### config.mk
export PLATFORM = sky130hd
export DESIGN_NAME = amber_wb_responder
export DESIGN_NICKNAME = d
export VERILOG_FILES = /design/src/rtl/amber_wb_responder.sv
export SDC_FILE = /design/constraint.sdc
export NUM_CORES = 1
export LEC_CHECK = 0
export BUFFER_PORTS_ARGS = -buffer_cell sky130_fd_sc_hd__buf_2
export CORE_UTILIZATION = 40
export DETAILED_ROUTE_END_ITERATION = 10
export GPL_TIMING_DRIVEN = 1
export MAX_ROUTING_LAYER = met4
export PLACE_DENSITY = 0.62
export SYNTH_ARGS = -nofsm -noshare
export SYNTH_HDL_FRONTEND = slang
export SYNTH_SLANG_ARGS = --single-unit
export TNS_END_PERCENT = 100
### constraint.sdc
create_clock -name clk -period 34 [get_ports clk]
set_input_delay 1.7 -clock clk [delete_from_list [all_inputs] [get_ports clk]]
set_output_delay 1.7 -clock clk [all_outputs]
set_load 0.01 [all_outputs]
### src/rtl/amber_wb_responder.sv
// Wishbone slave responder: accepts one request at a time, waits a fixed
// number of cycles, then terminates it with a single ack or err pulse.
// Reads return a random word captured at acceptance. Writes fold the
// byte-masked write data into a rotating signature register.
//
// Handshake: a request is taken when i_wb_cyc & i_wb_stb are high at a
// rising edge while the responder is idle. Everything the master drives is
// latched at that edge. The transaction ends with exactly one
// o_wb_ack/o_wb_err pulse one cycle long. If i_wb_cyc drops while the
// responder is waiting, the transaction is abandoned without a pulse.
module amber_wb_responder #(
    parameter int          DATA_W      = 128,
    parameter int          WAIT_CYCLES = 2,
    parameter logic [31:0] ERR_BASE    = 32'hF000_0000
) (
    input  logic                clk,
    input  logic                reset,
    input  logic [31:0]         i_wb_adr,
    input  logic [DATA_W/8-1:0] i_wb_sel,
    input  logic                i_wb_we,
    input  logic [DATA_W-1:0]   i_wb_dat,
    input  logic                i_wb_cyc,
    input  logic                i_wb_stb,
    input  logic [DATA_W-1:0]   i_rnd,
    output logic [DATA_W-1:0]   o_wb_dat,
    output logic                o_wb_ack,
    output logic                o_wb_err,
    output logic [DATA_W-1:0]   o_signature,
    output logic                o_busy,
    output logic [1:0]          o_dbg_state
);

    localparam int SEL_W = DATA_W / 8;
    localparam int CNT_W = (WAIT_CYCLES > 0) ? $clog2(WAIT_CYCLES + 1) : 1;

    typedef enum logic [1:0] {
        ST_IDLE = 2'd0,
        ST_WAIT = 2'd1,
        ST_RESP = 2'd2
    } state_e;

    state_e              state_q, state_d;
    logic [CNT_W-1:0]    cnt_q, cnt_d;
    logic [31:0]         adr_q, adr_d;
    logic                we_q, we_d;
    logic [SEL_W-1:0]    sel_q, sel_d;
    logic [DATA_W-1:0]   dat_q, dat_d;
    logic [DATA_W-1:0]   rnd_q, rnd_d;
    logic                ack_q, ack_d;
    logic                err_q, err_d;
    logic [DATA_W-1:0]   rdat_q, rdat_d;
    logic [DATA_W-1:0]   sig_q, sig_d;
    logic [DATA_W-1:0]   masked;

    // Write data with unselected byte lanes forced to zero.
    always_comb begin
        masked = '0;
        for (int k = 0; k < SEL_W; k++) begin
            masked[k*8 +: 8] = sel_q[k] ? dat_q[k*8 +: 8] : 8'h00;
        end
    end

    // Next-state and response logic; RESP never samples the bus, which
    // guarantees an idle cycle between consecutive responses.
    always_comb begin
        state_d = state_q;
        cnt_d   = cnt_q;
        adr_d   = adr_q;
        we_d    = we_q;
        sel_d   = sel_q;
        dat_d   = dat_q;
        rnd_d   = rnd_q;
        ack_d   = 1'b0;
        err_d   = 1'b0;
        rdat_d  = rdat_q;
        sig_d   = sig_q;
        case (state_q)
            ST_IDLE: begin
                if (i_wb_cyc && i_wb_stb) begin
                    adr_d   = i_wb_adr;
                    we_d    = i_wb_we;
                    sel_d   = i_wb_sel;
                    dat_d   = i_wb_dat;
                    rnd_d   = i_rnd;
                    cnt_d   = WAIT_CYCLES[CNT_W-1:0];
                    state_d = (WAIT_CYCLES > 0) ? ST_WAIT : ST_RESP;
                end
            end
            ST_WAIT: begin
                if (!i_wb_cyc) begin
                    cnt_d   = '0;
                    state_d = ST_IDLE;
                end else begin
                    cnt_d = cnt_q - CNT_W'(1);
                    if (cnt_q == CNT_W'(1)) begin
                        state_d = ST_RESP;
                    end
                end
            end
            ST_RESP: begin
                state_d = ST_IDLE;
                if (adr_q >= ERR_BASE) begin
                    err_d = 1'b1;
                end else begin
                    ack_d = 1'b1;
                    if (we_q) begin
                        sig_d = {sig_q[DATA_W-2:0], sig_q[DATA_W-1]} ^ masked;
                    end else begin
                        rdat_d = rnd_q;
                    end
                end
            end
            default: state_d = ST_IDLE;
        endcase
    end

    // State and output registers; reset discards any in-flight transaction.
    always_ff @(posedge clk or posedge reset) begin
        if (reset) begin
            state_q <= ST_IDLE;
            cnt_q   <= '0;
            adr_q   <= '0;
            we_q    <= 1'b0;
            sel_q   <= '0;
            dat_q   <= '0;
            rnd_q   <= '0;
            ack_q   <= 1'b0;
            err_q   <= 1'b0;
            rdat_q  <= '0;
            sig_q   <= '0;
        end else begin
            state_q <= state_d;
            cnt_q   <= cnt_d;
            adr_q   <= adr_d;
            we_q    <= we_d;
            sel_q   <= sel_d;
            dat_q   <= dat_d;
            rnd_q   <= rnd_d;
            ack_q   <= ack_d;
            err_q   <= err_d;
            rdat_q  <= rdat_d;
            sig_q   <= sig_d;
        end
    end

    assign o_wb_dat    = rdat_q;
    assign o_wb_ack    = ack_q;
    assign o_wb_err    = err_q;
    assign o_signature = sig_q;
    assign o_busy      = (state_q != ST_IDLE);
    assign o_dbg_state = state_q;

endmodule

Word level (Yosys, flattened, before mapping)
Index checks and enable logic that the tools add are counted.

Bitwise operators: 3. Reduce and logical (&&, ||, !) cells: 9. Multiplexer cells: 27. Magnitude comparators: 1. Add/subtract/negate cells: 1. Equal/unequal tests: 5.

Operator list (count): 8-bit 2-to-1 mux (16); 128-bit XOR (1); 32-bit >= comparator (second input constant) (1); 2-bit 2-to-1 mux (5); 2-bit one-hot mux with 2 select lines (2); 2-bit AND reduction (3); 3-bit AND reduction (2); 2-bit by 1-bit equality test with 1-bit output (second input constant) (2); 1-bit 2-to-1 mux (4); 2-bit nonzero test (2); 3-bit != test (second input constant) (1); 2-bit equality test (second input constant) (1); 2-bit logical NOT (1); 2-bit != test (second input constant) (1); 1-bit NOT (2); 2-bit by 1-bit subtractor with 2-bit output (second input constant) (1); 1-bit logical AND (1).

Flip-flop bits (word level): 567. Input bits: 309. Output and inout port bits: 261.

Logic depth before layout (Yosys ltp)
Depth in word-level cells: 4. Mapped depth: 6. Gate-level depth less buffers: 4.

Worst setup path after synthesis
OpenSTA, ideal clock, no wires.

Kind: input-to-reg. From: input port i_wb_cyc. To: register dat_q[0]. Cell stages on the path: 6. Buffers on the path: 3. Setup time: 127 ps. Arrival time: 2701 ps. Data required time: 33873 ps. Slack: 31171 ps. Path through: nand2b_4 nor3b_2 buf_6 buf_8 buf_8 mux2_1.

Cells in the longest elaborated chain, start to end: 2.

Ends and longest elaborated chain: start, declared (RTL line 22) `input logic i_wb_cyc,`; 1-bit logical AND (RTL line 79) `if (i_wb_cyc && i_wb_stb) begin`; 2-bit AND reduction (no line); end signal, assigned (RTL line 137) `dat_q <= dat_d;`; end, declared (RTL line 47) `logic [DATA_W-1:0] dat_q, dat_d;`.

No other way between the ends. A chain may end at the register's enable or synchronous reset.

==> summary.txt <==
Fin crit share: 0.107
Drt pass-1 iters: 4
Yosys Warn Count: 0
Boundary pin count: 570
Status: complete, no violations
PwrDens: 70.1 mW/mm2
Minimum clock period: 3.64 ns
Hold endpoint: rnd_q[102]
Worst-path maximum fanout: 165
Crit start category: primary input
WP data arrival: 4.22 ns
Mean Syn Cell Area: 15.4 um2
Ys async rst share: 1.00
Hold Path Depth: 1
Final hold viol count: 0
Syn_nets: 1739
H-tree levels: 2
Reg-to-reg slack, setup: 30.88 ns
Die Y: 236 um
Root Buffer: clkbuf_16
Cell Area, Synth: 0.0219 mm2
Worst Hold Class: reg2reg
Combinational power share: 0.201
FMAX: 275 MHz
Die area: 0.0558 mm2
Cts hold-fix bufs: 0
Worst path required time: 34.59 ns
Min-delay src: rnd_q[102]
Clock Latency Late Sink: 0.60 ns
Worst-margin pin slew: 1.29 ns
Reg2reg end: o_wb_dat[100]
Worst Reg2Reg Path Length in Cells: 5
Clock Skew: 0.0193 ns
R2R Path Start: o_dbg_state[0]
Power, Total: 1.89 mW
Setup tns final: 0 ns
IO buf count: 541
Clock Pin Slew Worst Setup and Hold Paths: 0.06 ns
Top cells by count, synth: 539 x dfrtp_1, 283 x mux2_2, 250 x mux2_1
Leading area contributor after synthesis: dfrtp_1
Post-synthesis instance total: 1429
Resized Gates After CTS: 0
Nets: 2273
Vias in the first global route: 13800
Initial Utilization: 0.406
All-layer global routing usage: 0.192
Post-synth top area share: 0.615
Dominant cells by area after synthesis: dfrtp_1 61%, mux2_2 15%, mux2_1 13%
Initial antenna violation count: 21
Area growth from synthesis to layout: 22.8%
Worst setup EP type: async pin
Post-CTS setup buffer count: 0
DP HPWL: 36100 um
Slew headroom: 0.142
# fillers: 4783
Max-Cap Viols: 0
Final number of setup-violating endpoints: 0
First-pass GRT wire length: 80600 um
Fin. max-slew vios: 0
P_leak: 13.4 nW
Distinct cells, synth: 27
Yosys reg bits: 539
Layout Utilization: 0.499
Switching power share of the total: 0.277
Clk buf depth: 3
WHS: 0.481 ns
Core Region: 0.0540 mm2
RSZ-0062 raised after global routing: no
FP Rows: 85
Clock Power Share: 0.331
EDFF count, synth: 0
DR iter-0 viols: 454
Sequential share of the synthesized area: 0.615
CTS tree: yes
Routed len/inst: 18.9 um
Switch Pwr: 0.523 mW
Drt drc: 0
Vias/cell: 4.79
Most frequent cell after synthesis: dfrtp_1
Ys flop type: dfrtp_1
Placer Congestion: 0.838
TritonCTS Buffers: 58
Layout cell share with drive strength beyond 1: 0.464
Internal power: 1.37 mW
Die width: 236 um
Number of routed nets with antenna violations: 0
Pin count of the biggest net entering global routing: 168
Critical path type: in2async
Wirelength, routed: 51600 um
DR vias: 13100
CTS Sinks: 539
Register share of total power: 0.468
VDD IR max: 36.6 uV
GRT overflow: 0
-- power by group through the flow --
| stage | Combinational [mW] | Clock, mW | Sequential [mW] |
|---|---|---|---|
| final | 0.380 | 0.625 | 0.883 |
| after global routing | 0.414 | 0.672 | 0.905 |
| after CTS | 0.389 | 0.646 | 0.885 |
| after detailed placement | 0.387 | 0 | 0.895 |
| after global placement | 0.378 | 0 | 0.886 |
| after floorplan | 0.217 | 0 | 0.905 |
-- cell families after synthesis --
family | after synthesis | synth area share
adders and majority gates | 1 | 0.000570
and+or+nand+nor | 140 | 0.0258
buffers and inverters | 81 | 0.0320
muxes | 534 | 0.274
AOI/OAI and AO/OA | 6 | 0.00160
DFF | 539 | 0.615
xor gates and xnor gates | 128 | 0.0511
-- how the worst max path moves through the flow --
stage / start / endpoint / depth (start not counted)
6_report: reset / dat_q[31] / 4
3_5_place_dp: reset / dat_q[39] / 4
2_1_floorplan: reset / adr_q[28] / 1
5_1_grt: reset / dat_q[34] / 4
3_3_place_gp: reset / dat_q[39] / 4
4_1_cts: reset / dat_q[31] / 4
-- worst max-delay path: stages --
cell and delay (ns):
buf_2 0.13, inv_8 0.65, buf_4 0.84, buf_12 0.61
-- cell type report --
cell class	count	area [um2]	area share
flip-flops and latches	539	13500	0.501
multi-input cells	809	7760	0.288
clock buffers	92	1810	0.0673
inverters	4	22.5	0.000836
diodes	20	50.0	0.00186
well taps	696	871	0.0323
clock inverters	17	123	0.00455
repair buffers	551	2820	0.105
-- stage by stage --
stage               instances  setup WS (ns)  instance area [um2]
finish                   2728          30.36                26900
global route             2728          29.94                26900
CTS                      2708          30.27                26900
detailed placement       2599          29.61                25000
global placement         2599          29.69                25000
floorplan                1429          17.23                21900
-- routing by layer --
| layer | vias up | global-route usage | part of all wire |
|---|---|---|---|
| met3 | 79 | 0.0607 | 0.071 |
| met2 | 341 | 0.311 | 0.50 |
| met1 | 6654 | 0.224 | 0.41 |
| met4 | 0 | 0.0647 | 0.027 |
| met5 | - | - | 0 |
| li1 | 5984 | - | - |
-- state kept, by name (all words and copies together) (netlist names) --
| register | count |
|---|---|
| o_signature | 128 |
| rnd_q | 128 |
| o_wb_dat | 128 |
| o_dbg_state | 2 |
| o_wb_ack | 1 |
| adr_q | 4 |
| cnt_q | 2 |
| sel_q | 16 |
| o_wb_err | 1 |
| we_q | 1 |
| dat_q | 128 |
-- cells in the final DEF, fill, tap and decap left out, types with 7 or more instances in the layout --
master       n
clkinv_2    12
xnor2_1    128
nand2_1    128
clkbuf_16   61
diode_2     20
mux2_2     283
mux2_1     250
buf_4        7
clkbuf_8    17
dfrtp_1    539
buf_2      541
clkbuf_1    14
Power figures use the tool's default switching activity.
